File: src/rtl/seq_alu_accumulator.sv
`default_nettype none
// ============================================================================
// Module      : seq_alu_accumulator
// Description : N-bit operand ALU with a 2N-bit accumulator, eight ops,
//               valid/ready input and an iterative shift-add multiplier.
// Revision    : 1.0 - initial release
// ============================================================================
module seq_alu_accumulator #(
    parameter int WIDTH = 4
) (
    input  logic                 clk,
    input  logic                 reset,
    input  logic                 in_valid,
    output logic                 in_ready,
    input  logic [2:0]           op,
    input  logic [WIDTH-1:0]     operand,
    output logic [2*WIDTH-1:0]   acc,
    output logic                 carry,
    output logic                 zero,
    output logic                 busy,
    output logic                 done
);

    localparam int c_AW = 2 * WIDTH;
    localparam int c_CW = $clog2(WIDTH);
    localparam logic [c_CW-1:0] c_LAST = c_CW'(WIDTH - 1);

    localparam logic [0:0] c_IDLE = 1'b0;
    localparam logic [0:0] c_MUL  = 1'b1;

    localparam logic [2:0] c_OP_INC  = 3'b000;
    localparam logic [2:0] c_OP_ADDL = 3'b001;
    localparam logic [2:0] c_OP_ADDW = 3'b010;
    localparam logic [2:0] c_OP_LOGI = 3'b011;
    localparam logic [2:0] c_OP_ROR  = 3'b100;
    localparam logic [2:0] c_OP_SHL  = 3'b101;
    localparam logic [2:0] c_OP_SHR  = 3'b110;
    localparam logic [2:0] c_OP_MUL  = 3'b111;

    logic [0:0]       r_state_q,  w_state_d;
    logic [c_AW-1:0]  r_acc_q,    w_acc_d;
    logic             r_carry_q,  w_carry_d;
    logic             r_done_q,   w_done_d;
    logic [c_AW-1:0]  r_mcand_q,  w_mcand_d;
    logic [WIDTH-1:0] r_mplier_q, w_mplier_d;
    logic [c_AW-1:0]  r_prod_q,   w_prod_d;
    logic [c_CW-1:0]  r_cnt_q,    w_cnt_d;

    logic             w_in_ready;
    logic             w_busy;
    logic             w_xfer;
    logic             w_last;
    logic [WIDTH-1:0] w_acc_lo;
    logic [WIDTH:0]   w_sum_inc;
    logic [WIDTH:0]   w_sum_lo;
    logic [c_AW:0]    w_sum_acc;
    logic [WIDTH-1:0] w_shl;
    logic [WIDTH-1:0] w_shr;
    logic [c_AW-1:0]  w_prod_next;

    assign w_acc_lo    = r_acc_q[WIDTH-1:0];
    assign w_xfer      = in_valid & w_in_ready;
    assign w_last      = (r_state_q == c_MUL) && (r_cnt_q == c_LAST);
    assign w_sum_inc   = {1'b0, operand} + {{WIDTH{1'b0}}, 1'b1};
    assign w_sum_lo    = {1'b0, w_acc_lo} + {1'b0, operand};
    assign w_sum_acc   = {1'b0, r_acc_q} + {{(c_AW + 1 - WIDTH){1'b0}}, operand};
    // Shifting a WIDTH-bit value by WIDTH or more moves every bit out, giving 0.
    assign w_shl       = w_acc_lo << operand;
    assign w_shr       = w_acc_lo >> operand;
    assign w_prod_next = r_prod_q + (r_mplier_q[0] ? r_mcand_q : {c_AW{1'b0}});

    always_ff @(posedge clk) begin
        if (reset) begin
            r_state_q  <= c_IDLE;
            r_acc_q    <= '0;
            r_carry_q  <= 1'b0;
            r_done_q   <= 1'b0;
            r_mcand_q  <= '0;
            r_mplier_q <= '0;
            r_prod_q   <= '0;
            r_cnt_q    <= '0;
        end else begin
            r_state_q  <= w_state_d;
            r_acc_q    <= w_acc_d;
            r_carry_q  <= w_carry_d;
            r_done_q   <= w_done_d;
            r_mcand_q  <= w_mcand_d;
            r_mplier_q <= w_mplier_d;
            r_prod_q   <= w_prod_d;
            r_cnt_q    <= w_cnt_d;
        end
    end

    always_comb begin
        w_state_d = r_state_q;
        case (r_state_q)
            c_IDLE:  if (w_xfer && (op == c_OP_MUL)) w_state_d = c_MUL;
            c_MUL:   if (w_last) w_state_d = c_IDLE;
            default: w_state_d = c_IDLE;
        endcase
    end

    always_comb begin
        w_in_ready = (r_state_q == c_IDLE);
        w_busy     = (r_state_q == c_MUL);
    end

    always_comb begin
        w_acc_d    = r_acc_q;
        w_carry_d  = r_carry_q;
        w_done_d   = 1'b0;
        w_mcand_d  = r_mcand_q;
        w_mplier_d = r_mplier_q;
        w_prod_d   = r_prod_q;
        w_cnt_d    = r_cnt_q;
        if (r_state_q == c_IDLE) begin
            if (w_xfer) begin
                w_carry_d = 1'b0;
                w_done_d  = (op != c_OP_MUL);
                case (op)
                    c_OP_INC: begin
                        w_acc_d   = {{(c_AW - WIDTH - 1){1'b0}}, w_sum_inc};
                        w_carry_d = w_sum_inc[WIDTH];
                    end
                    c_OP_ADDL: begin
                        w_acc_d   = {{(c_AW - WIDTH - 1){1'b0}}, w_sum_lo};
                        w_carry_d = w_sum_lo[WIDTH];
                    end
                    c_OP_ADDW: begin
                        w_acc_d   = w_sum_acc[c_AW-1:0];
                        w_carry_d = w_sum_acc[c_AW];
                    end
                    c_OP_LOGI: w_acc_d = {operand | w_acc_lo, operand ^ w_acc_lo};
                    c_OP_ROR:  w_acc_d = {{(c_AW - 1){1'b0}}, |{w_acc_lo, operand}};
                    c_OP_SHL:  w_acc_d = {{WIDTH{1'b0}}, w_shl};
                    c_OP_SHR:  w_acc_d = {{WIDTH{1'b0}}, w_shr};
                    default: begin
                        // Multiply: acc keeps its old value until the last iteration.
                        w_carry_d  = r_carry_q;
                        w_mcand_d  = {{WIDTH{1'b0}}, w_acc_lo};
                        w_mplier_d = operand;
                        w_prod_d   = '0;
                        w_cnt_d    = '0;
                    end
                endcase
            end
        end else begin
            w_prod_d   = w_prod_next;
            w_mcand_d  = r_mcand_q << 1;
            w_mplier_d = r_mplier_q >> 1;
            w_cnt_d    = r_cnt_q + c_CW'(1);
            if (w_last) begin
                w_acc_d   = w_prod_next;
                w_carry_d = 1'b0;
                w_done_d  = 1'b1;
            end
        end
    end

    assign in_ready = w_in_ready;
    assign busy     = w_busy;
    assign acc      = r_acc_q;
    assign carry    = r_carry_q;
    assign done     = r_done_q;
    assign zero     = (r_acc_q == {c_AW{1'b0}});

endmodule
`default_nettype wire
File: config.mk
export PLATFORM = sky130hd
export DESIGN_NAME = seq_alu_accumulator
export DESIGN_NICKNAME = d
export VERILOG_FILES = /design/src/rtl/seq_alu_accumulator.sv
export SDC_FILE = /design/constraint.sdc
export NUM_CORES = 1
export LEC_CHECK = 0
export CORE_MARGIN = 5
export CORE_UTILIZATION = 58
export CTS_BUF_LIST = sky130_fd_sc_hd__clkbuf_8
export DETAILED_ROUTE_END_ITERATION = 7
export PLACE_DENSITY = 0.77
export SLEW_MARGIN = 40
export SYNTH_ARGS = -nofsm -noshare
export SYNTH_HDL_FRONTEND = slang
export SYNTH_SLANG_ARGS = --single-unit
File: constraint.sdc
create_clock -name clk -period 3.14 [get_ports clk]
set_clock_uncertainty 0.1 [all_clocks]
set_input_delay 0.785 -clock clk [delete_from_list [all_inputs] [get_ports clk]]
set_output_delay 0.785 -clock clk [all_outputs]
set_load 0.05 [all_outputs]
After elaboration in Yosys (flattened, before gate mapping)
Cells that the tools add are included.
Widths: inputs -> output; s select.
- flip-flop bits (word level): 33
- bits in latches: 0
- RAM bits: 0
- bits in read-only memories: 0
- output and inout port bits: 13
- memories kept: 0
- add/subtract/negate cells: 5
- multipliers: 0
- div/mod/pow operators: 0
- $lt $le $gt $ge: 0
- eq/ne operators: 11
- shift operators: 2
- muxes and demuxes: 27
- bitwise logic cells: 5
- reduce and logical (&&, ||, !) cells: 15
- operators with widths (kind ; number):
    $mux 8 ; 10
    $pmux 8 s7 ; 1
    $eq 3x3->1 const B ; 4
    $add 8x4->9 ; 1
    $mux 3 ; 3
    $add 8x8->8 ; 1
    $logic_not 8->1 ; 1
    $mux 1 ; 8
    $reduce_bool 8->1 ; 1
    $reduce_or 8->1 ; 1
    $reduce_or 7->1 ; 1
    $eq 3x2->1 const B ; 2
    $mux 2 ; 3
    $reduce_and 3->1 ; 2
    $add 4x1->5 const B ; 1
    $add 4x4->5 ; 1
    $reduce_bool 5->1 ; 1
    $ne 2x1->1 const B ; 2
    $or 4x4->4 ; 1
    $pmux 1 s4 ; 1
    $reduce_and 2->1 ; 2
    $reduce_or 4->1 ; 1
    $shl 4x4->4 ; 1
    $shr 4x4->4 ; 1
    other kinds (12) ; 14

Logic depth before layout (Yosys ltp)
- depth in word-level cells: 5
- depth in mapped cells: 8
- mapped depth without buffers: 8

Least setup slack after synthesis
OpenSTA, ideal clock, no wires.
- path kind: register to output
- from: register r_acc_q[4] (netlist: acc[4])
- to: output port zero
- arrival: 1.739 ns
- required time: 2.255 ns
- path slack: 0.516 ns
- stages on the path, launching flop included: 3
- path buffers: 0
- cells stage by stage: dfxtp_1 or4_1 nor2_1
- longest elaborated chain between the ends: 1
- ends and longest elaborated chain (item ; RTL line ; text):
    start, declared ; 41 ; logic [c_AW-1:0] r_acc_q, w_acc_d;
    start signal, assigned ; 84 ; r_acc_q <= w_acc_d;
    $logic_not 8->1 ; 165 ; assign zero = (r_acc_q == {c_AW{1'b0}});
    end, declared ; 19 ; output logic zero,
Every way passes these cells.

Final worst setup path
- from: register r_acc_q[5] (netlist: acc[5])
- to: output port zero
Same word-level chain as after synthesis.

==> impl_metrics.csv <==
group,metric,value,unit
power_and_ir_drop,p_per_area,386.4,nW/µm²
logic_synthesis,async_reset_ff_share,0,%
critical_path,path_max_fanout,7,
critical_path,crit_family,"buffers and inverters",
critical_path,path_cells,"or4_1 > nor2_1 > clkdlybuf4s50_1",
clock_tree,cts_tree,"built",
critical_path,slowest_delay,820,ps
clock_tree,clock_sinks,33,
timing,setup-tns-final,0,ps
die,dieArea,5951,µm²
critical_path,setup.worst_path.start,"acc[5]",
logic_synthesis,ys_seq_elements,33,
timing,relSlewSlack,66.21,%
critical_path,critPathLaunchType,"flop",
timing,setup_viol,0,
die,num_io_pins,23,
cells_and_area,instances_no_fill,407,
timing,finalHoldViolCount,0,
cells_and_area,nNetsFinal,385,
run_status,status,"completed",
drt,drtIter0Drc,254,
drt,drt-pass1-iter-count,5,
clock_tree,cts-resized-gates,0,
cells_and_area,final_util,69.54,%
logic_synthesis,yosysUniqueCellTypes,75,
clock_tree,cts_max_path_buffers,2,
logic_synthesis,yosysWarnings,0,
power_and_ir_drop,ir_worst_vdd,241.6,µV
die,initial_utilization,60.06,%
cells_and_area,antenna_cells,0,
cells_and_area,syn_to_final_growth,15.79,%
logic_synthesis,synth_edf_count,0,
grt,grt_pass1_vias,2411,
cells_and_area,layout-drive-gt1-share,12.39,%
grt,grt_pass1_wl,11730,µm
hold_path,hold_path_class,"reg2reg",
grt,grt-ovfl-total,0,
placed_design,port_buffers,22,
drt,wl,7144,µm
die,coreArea,4354,µm²
grt,antenna_found_initial,0,
critical_path,r2r-start,"r_mplier_q[0]",
placed_design,place_congestion,0.9631,
critical_path,cp-end-kind,"output port",
timing,fmax,0.3337,GHz
drt,vias,2539,
critical_path,crit_slowest_cell,"clkdlybuf4s50_1",
clock_tree,insertion_delay,290,ps
power_and_ir_drop,leakage,0.001301,µW
placed_design,dpl.cell_count,399,
clock_tree,ctsHoldBuffers,0,
timing,worstMarginPinSlew,505.3,ps
logic_synthesis,synth-main-ff-cell,"dfxtp_1",
die,die_x,77.15,µm
clock_tree,cts_setup_buffers,0,
logic_synthesis,avgSynthCellArea,8.021,µm²
clock_tree,ctsRootBufferMaster,"clkbuf_8",
die,num_rows,24,
timing,hold_slack,363.1,ps
logic_synthesis,seq_area_frac_synth,25.26,%
grt,grt.total_usage,24.02,%
critical_path,path_class,"reg2out",
timing,period_needed,2997,ps
power_and_ir_drop,finalPower,1170,µW
critical_path,worstPathRequired,2250,ps
timing,drv_slew,0,
drt,drc,0,
clock_tree,clk_pin_slew,70,ps
clock_tree,htreeDepth,2,
clock_tree,cts_buffers,5,
timing,grt_setup_unrepaired,"no",
die,chipHeight,77.15,µm
hold_path,worstHoldStart,"r_prod_q[5]",
drt,routedWlPerCell,17.55,µm
job,maxCapViolations,0,
logic_synthesis,synth_area,2615,µm²
critical_path,critPathArrivalTime,2110,ps
drt,postRouteAntennaNets,0,
placed_design,dp_hpwl,5276,µm
logic_synthesis,synthCells,326,
drt,via_per_inst,6.238,
grt,grt_max_degree,34,
logic_synthesis,synth_fp_nets,357,
critical_path,critical_path_buf_inv_count,1,
timing,fin_crit_sh,95.45,%
-- sequential cells by signal (all words and copies together), names as in the netlist --
| name | flops |
|---|---|
| acc | 8 |
| r_mcand_q | 8 |
| r_prod_q | 8 |
| r_mplier_q | 4 |
| r_cnt_q | 2 |
| busy | 1 |
| carry | 1 |
| done | 1 |
-- cells by family (layout without fill, tap and decap cells) --
| kind of cell | Yosys count | count (layout) | synth area share [%] |
|---|---|---|---|
| flops | 33 | 33 | 25.26 |
| simple gates | 123 | 123 | 23.54 |
| xor+xnor | 6 | 6 | 2.010 |
| mux | 13 | 13 | 5.120 |
| compound gates | 95 | 95 | 25.93 |
| fa+ha+maj | 22 | 22 | 11.00 |
| buf+inv | 34 | 63 | 7.129 |
-- area by class of cell --
class	instances	area [µm²]
Multi-Input combinational cell	259	1768
Clock buffer	6	82.58
Clock inverter	2	37.54
Tap cell	52	65.06
Timing Repair Buffer	42	365.4
Fill cell	374	1326
Inverter	13	48.80
Sequential cell	33	660.6
-- layout by cell type (no fill, tap or decap), drive strengths merged, types with 3 or more instances in the layout --
master,count
inv,13
a311oi,3
dfxtp,33
nand2,22
or3,3
nand4,4
nor2b,6
clkdlybuf4s50,20
nand3,4
a22oi,5
mux2,3
a21oi,30
nor3,9
mux2i,10
o22ai,3
nor2,46
buf,22
clkbuf,6
o21ai,10
and2,8
and3,7
xnor2,4
a211oi,5
ha,19
nand2b,3
a211o,4
a21o,4
-- layer usage --
metal / up-vias / global-route usage (%) / routed length [µm] / part of all wire, %
li1: 1248 / - / - / -
met1: 1182 / 30.71 / 3112 / 44
met2: 89 / 40.91 / 3467 / 49
met3: 20 / 3.981 / 409 / 5.7
met4: 0 / 7.388 / 155 / 2.2
met5: - / 0 / 0 / 0
-- worst min-delay path, cell delays in order (launching register included) --
cell     delay, ps
dfxtp_1        310
nand2_1         50
a21oi_1         50
-- stage by stage --
stage	worst slack [ps]	instance area, µm²
floorplan	516.5	2615
global placement	130.9	2908
detailed placement	114.9	2908
CTS	137.9	3028
global route	83.41	3028
finish	142.9	3028
-- power by group --
group	leakage [µW]	total [µW]	switching (µW)	internal [µW]
sequential	0.000268	443	12.8	430
clock	0.0000574	430	172	258
combinational	0.000976	297	183	114
total	0.00130	1170	367	803
-- final timing paths --
check,cells past startpoint,slack (ps),endpoint
setup / recovery,3,140,zero
setup reg to reg,8,760,acc[6]
hold reg to reg,2,360,r_prod_q[5]
hold / removal,2,360,r_prod_q[5]
-- synth_stat cells, drive strengths merged (3+ instances only) --
library cell,count,area [µm²]
nand2,22,82.58
nor3,9,45.04
nand3,4,20.02
nand4,4,31.28
a22oi,5,42.54
a211o,4,35.03
inv,13,48.80
a21o,4,30.03
a21oi,30,153.9
xnor2,4,35.03
buf,8,58.80
nor2,46,172.7
and2,8,50.05
o22ai,3,18.77
ha,19,237.7
mux2,3,33.78
dfxtp,33,660.6
a211oi,5,37.54
a311oi,3,26.28
nor2b,6,37.54
and3,7,43.79
or3,3,23.77
nand2b,3,18.77
mux2i,10,100.1
clkbuf,13,78.83
o21ai,10,50.04
Power figures use the tool's default switching activity.
==> patch (same settings) <==
Remove the case item `c_OP_ADDL` of the case on `op`.
--- a/src/rtl/seq_alu_accumulator.sv
+++ b/src/rtl/seq_alu_accumulator.sv
@@ -122,10 +122,6 @@
                         w_acc_d   = {{(c_AW - WIDTH - 1){1'b0}}, w_sum_inc};
                         w_carry_d = w_sum_inc[WIDTH];
                     end
-                    c_OP_ADDL: begin
-                        w_acc_d   = {{(c_AW - WIDTH - 1){1'b0}}, w_sum_lo};
-                        w_carry_d = w_sum_lo[WIDTH];
-                    end
                     c_OP_ADDW: begin
                         w_acc_d   = w_sum_acc[c_AW-1:0];
                         w_carry_d = w_sum_acc[c_AW];
Behaviour: not the same (a bounded check fails within 4 cycles, from zero or initial values and one cycle with reset high).
==> patch against the original RTL <==
  * Maximum frequency grew 4.2%
  * Wire length shrank 4.1%
  * Register-to-register slack lost 0.10 ns
  * Setup slack gained 0.12 ns
  * Design area shrank 1.3%
  * Synthesized area shrank 3.0%
  * Power shrank 9.1%
  * Sequential share of layout area grew 0.28 points
  * Utilization grew 0.069 points
  * Synthesized cell count shrank 2.1%
  * Non-clock buffer count grew 3
  * Sequential cell count is the same
  * Critical endpoint is now acc[6]$_SDFFE_PP0P_
==> patch: results (changes against the original RTL) <==
status: "finished clean"  # unchanged
via_per_inst: 6.392  # was 6.238
numCtsBuffers: 5  # unchanged
cp.arrival_ns: 2.98  # was 2.11 ns
gp_congestion: 0.9313  # was 0.9631
wl_met1_um: 3078  # was 3112 um
io_buffers: 22  # unchanged
hpwl_um: 5192  # was 5276 um
diodes: 0  # unchanged
top_layer: "met4"  # unchanged
clk_path_buf_depth: 2  # unchanged
slew_headroom_pct: 57.07  # was 66.21%
peakVddDrop_mv: 0.3098  # was 0.2416 mV
htree_levels: 2  # unchanged
p_leak_nw: 1.175  # was 1.301 nW
async_flop_share_pct: 0  # unchanged
wl_met3_um: 421  # was 409 um
clk_latency_ns: 0.29  # about the same
met2_length_um: 3201  # was 3467 um
placedInstanceArea_um2: 2907  # was 2908 um^2
antenna_found_initial: 0  # unchanged
yosys-top-cells-count: "dfxtp_1 (33), a21oi_1 (28), nor2_1 (26)"  # was nor2_1 (46), dfxtp_1 (33), a21oi_1 (29)
grt_pass1_wl_um: 11520  # was 11730 um
fill_cells: 367  # was 374
syn_nets: 350  # was 357
layout.nets: 384  # was 385
cts_resized: 0  # unchanged
postCtsSetupRepairBufs: 0  # unchanged
root_buffer: "clkbuf_8"  # unchanged
grt_max_degree: 35  # was 34
wl_per_cell_um: 16.87  # was 17.55 um
drt-initial-drc-count: 178  # was 254
cts.clk_slew.worst_paths_ns: 0.07  # about the same
yosysWarnings: 0  # unchanged
yosys.cell_types.count: 60  # was 75
drive_gt1_share_pct: 12.15  # was 12.39%
synth_seq_area_share_pct: 26.05  # was 25.26%
grt_util_all_layers_pct: 23.81  # was 24.02%
grt_pass1_vias: 2439  # was 2411
worst-path-max-fanout: 4  # was 7
first_pass_iters: 4  # was 5
hold_path_class: "flip-flop to flip-flop"  # unchanged
ys_top_cells_by_area: "dfxtp_1 (26%), ha_1 (9.4%), a21oi_1 (5.5%)"  # was dfxtp_1 (25%), ha_1 (9.1%), nor2_1 (6.6%)
patch: cell types whose count changed after synthesis, moves of 4 or more:
cell      unedited run  this run
o211ai_1             1         8
a211oi_1             5        12
mux2i_1             10         2
and2_1               7        12
and3_1               7         1
buf_2                2         7
nor2b_1              6         2
nor2_1              46        26
nand3_1              4        15
patch: cells by family after synthesis:
family / synth area share, %
flip-flops: 26.05
AND/OR/NAND/NOR: 25.70
XOR/XNOR: 3.108
adder cells (fa/ha/maj): 10.95
multiplexers: 2.565
buffers and inverters: 5.081
AO/OA/AOI/OAI: 26.54
patch: final cells by class:
class,instances,share of cell area (%)
Multi-Input combinational cell,255,58.43
Sequential cell,33,22.10
Timing Repair Buffer,45,12.89
Clock buffer,5,2.302
Tap cell,52,2.177
Inverter,13,1.632
Clock inverter,3,0.4604
patch: power breakdown:
| group | switching (W) | internal (W) |
|---|---|---|
| Combinational | 0.000179 | 0.000118 |
| Clock | 0.000158 | 0.000150 |
| Sequential | 0.0000241 | 0.000434 |
patch: final timing paths:
kind | depth (start not counted) | from | slack (ns) | end
max | 8 | operand[0] | 0.26 | acc[6]$_SDFFE_PP0P_
max reg2reg | 7 | r_mplier_q[0]$_SDFFE_PP0P_ | 0.66 | acc[6]$_SDFFE_PP0P_
min | 2 | r_mplier_q[1]$_SDFFE_PP0P_ | 0.36 | r_mplier_q[0]$_SDFFE_PP0P_
min reg2reg | 2 | r_mplier_q[1]$_SDFFE_PP0P_ | 0.36 | r_mplier_q[0]$_SDFFE_PP0P_
patch: critical path: stages:
cell and delay (ns):
clkdlybuf4s50_1 0.49, ha_1 0.19, fa_1 0.22, a21o_1 0.14
a21oi_2 0.08, or4b_1 0.50, a311o_1 0.33, a311oi_2 0.24
patch: stage by stage:
| stage | utilization [%] | cells | setup TNS [ns] | total power [W] | setup WS [ns] |
|---|---|---|---|---|---|
| floorplan | - | 319 | 0 | 0.0006531 | 0.2985 |
| global placement | 67.69 | 398 | -0.001845 | 0.0007573 | -0.001845 |
| detailed placement | 67.69 | 398 | -0.02962 | 0.0007607 | -0.02962 |
| CTS | 69.61 | 406 | 0 | 0.001060 | 0.2610 |
| global route | 69.61 | 406 | 0 | 0.001117 | 0.1320 |
| finish | 69.61 | 406 | 0 | 0.001063 | 0.2641 |
patch: metal layers:
metal / vias up / global-route usage (%)
li1: 1271 / -
met1: 1200 / 31.64
met2: 103 / 38.01
met3: 21 / 5.674
met4: 0 / 7.343
met5: - / 0
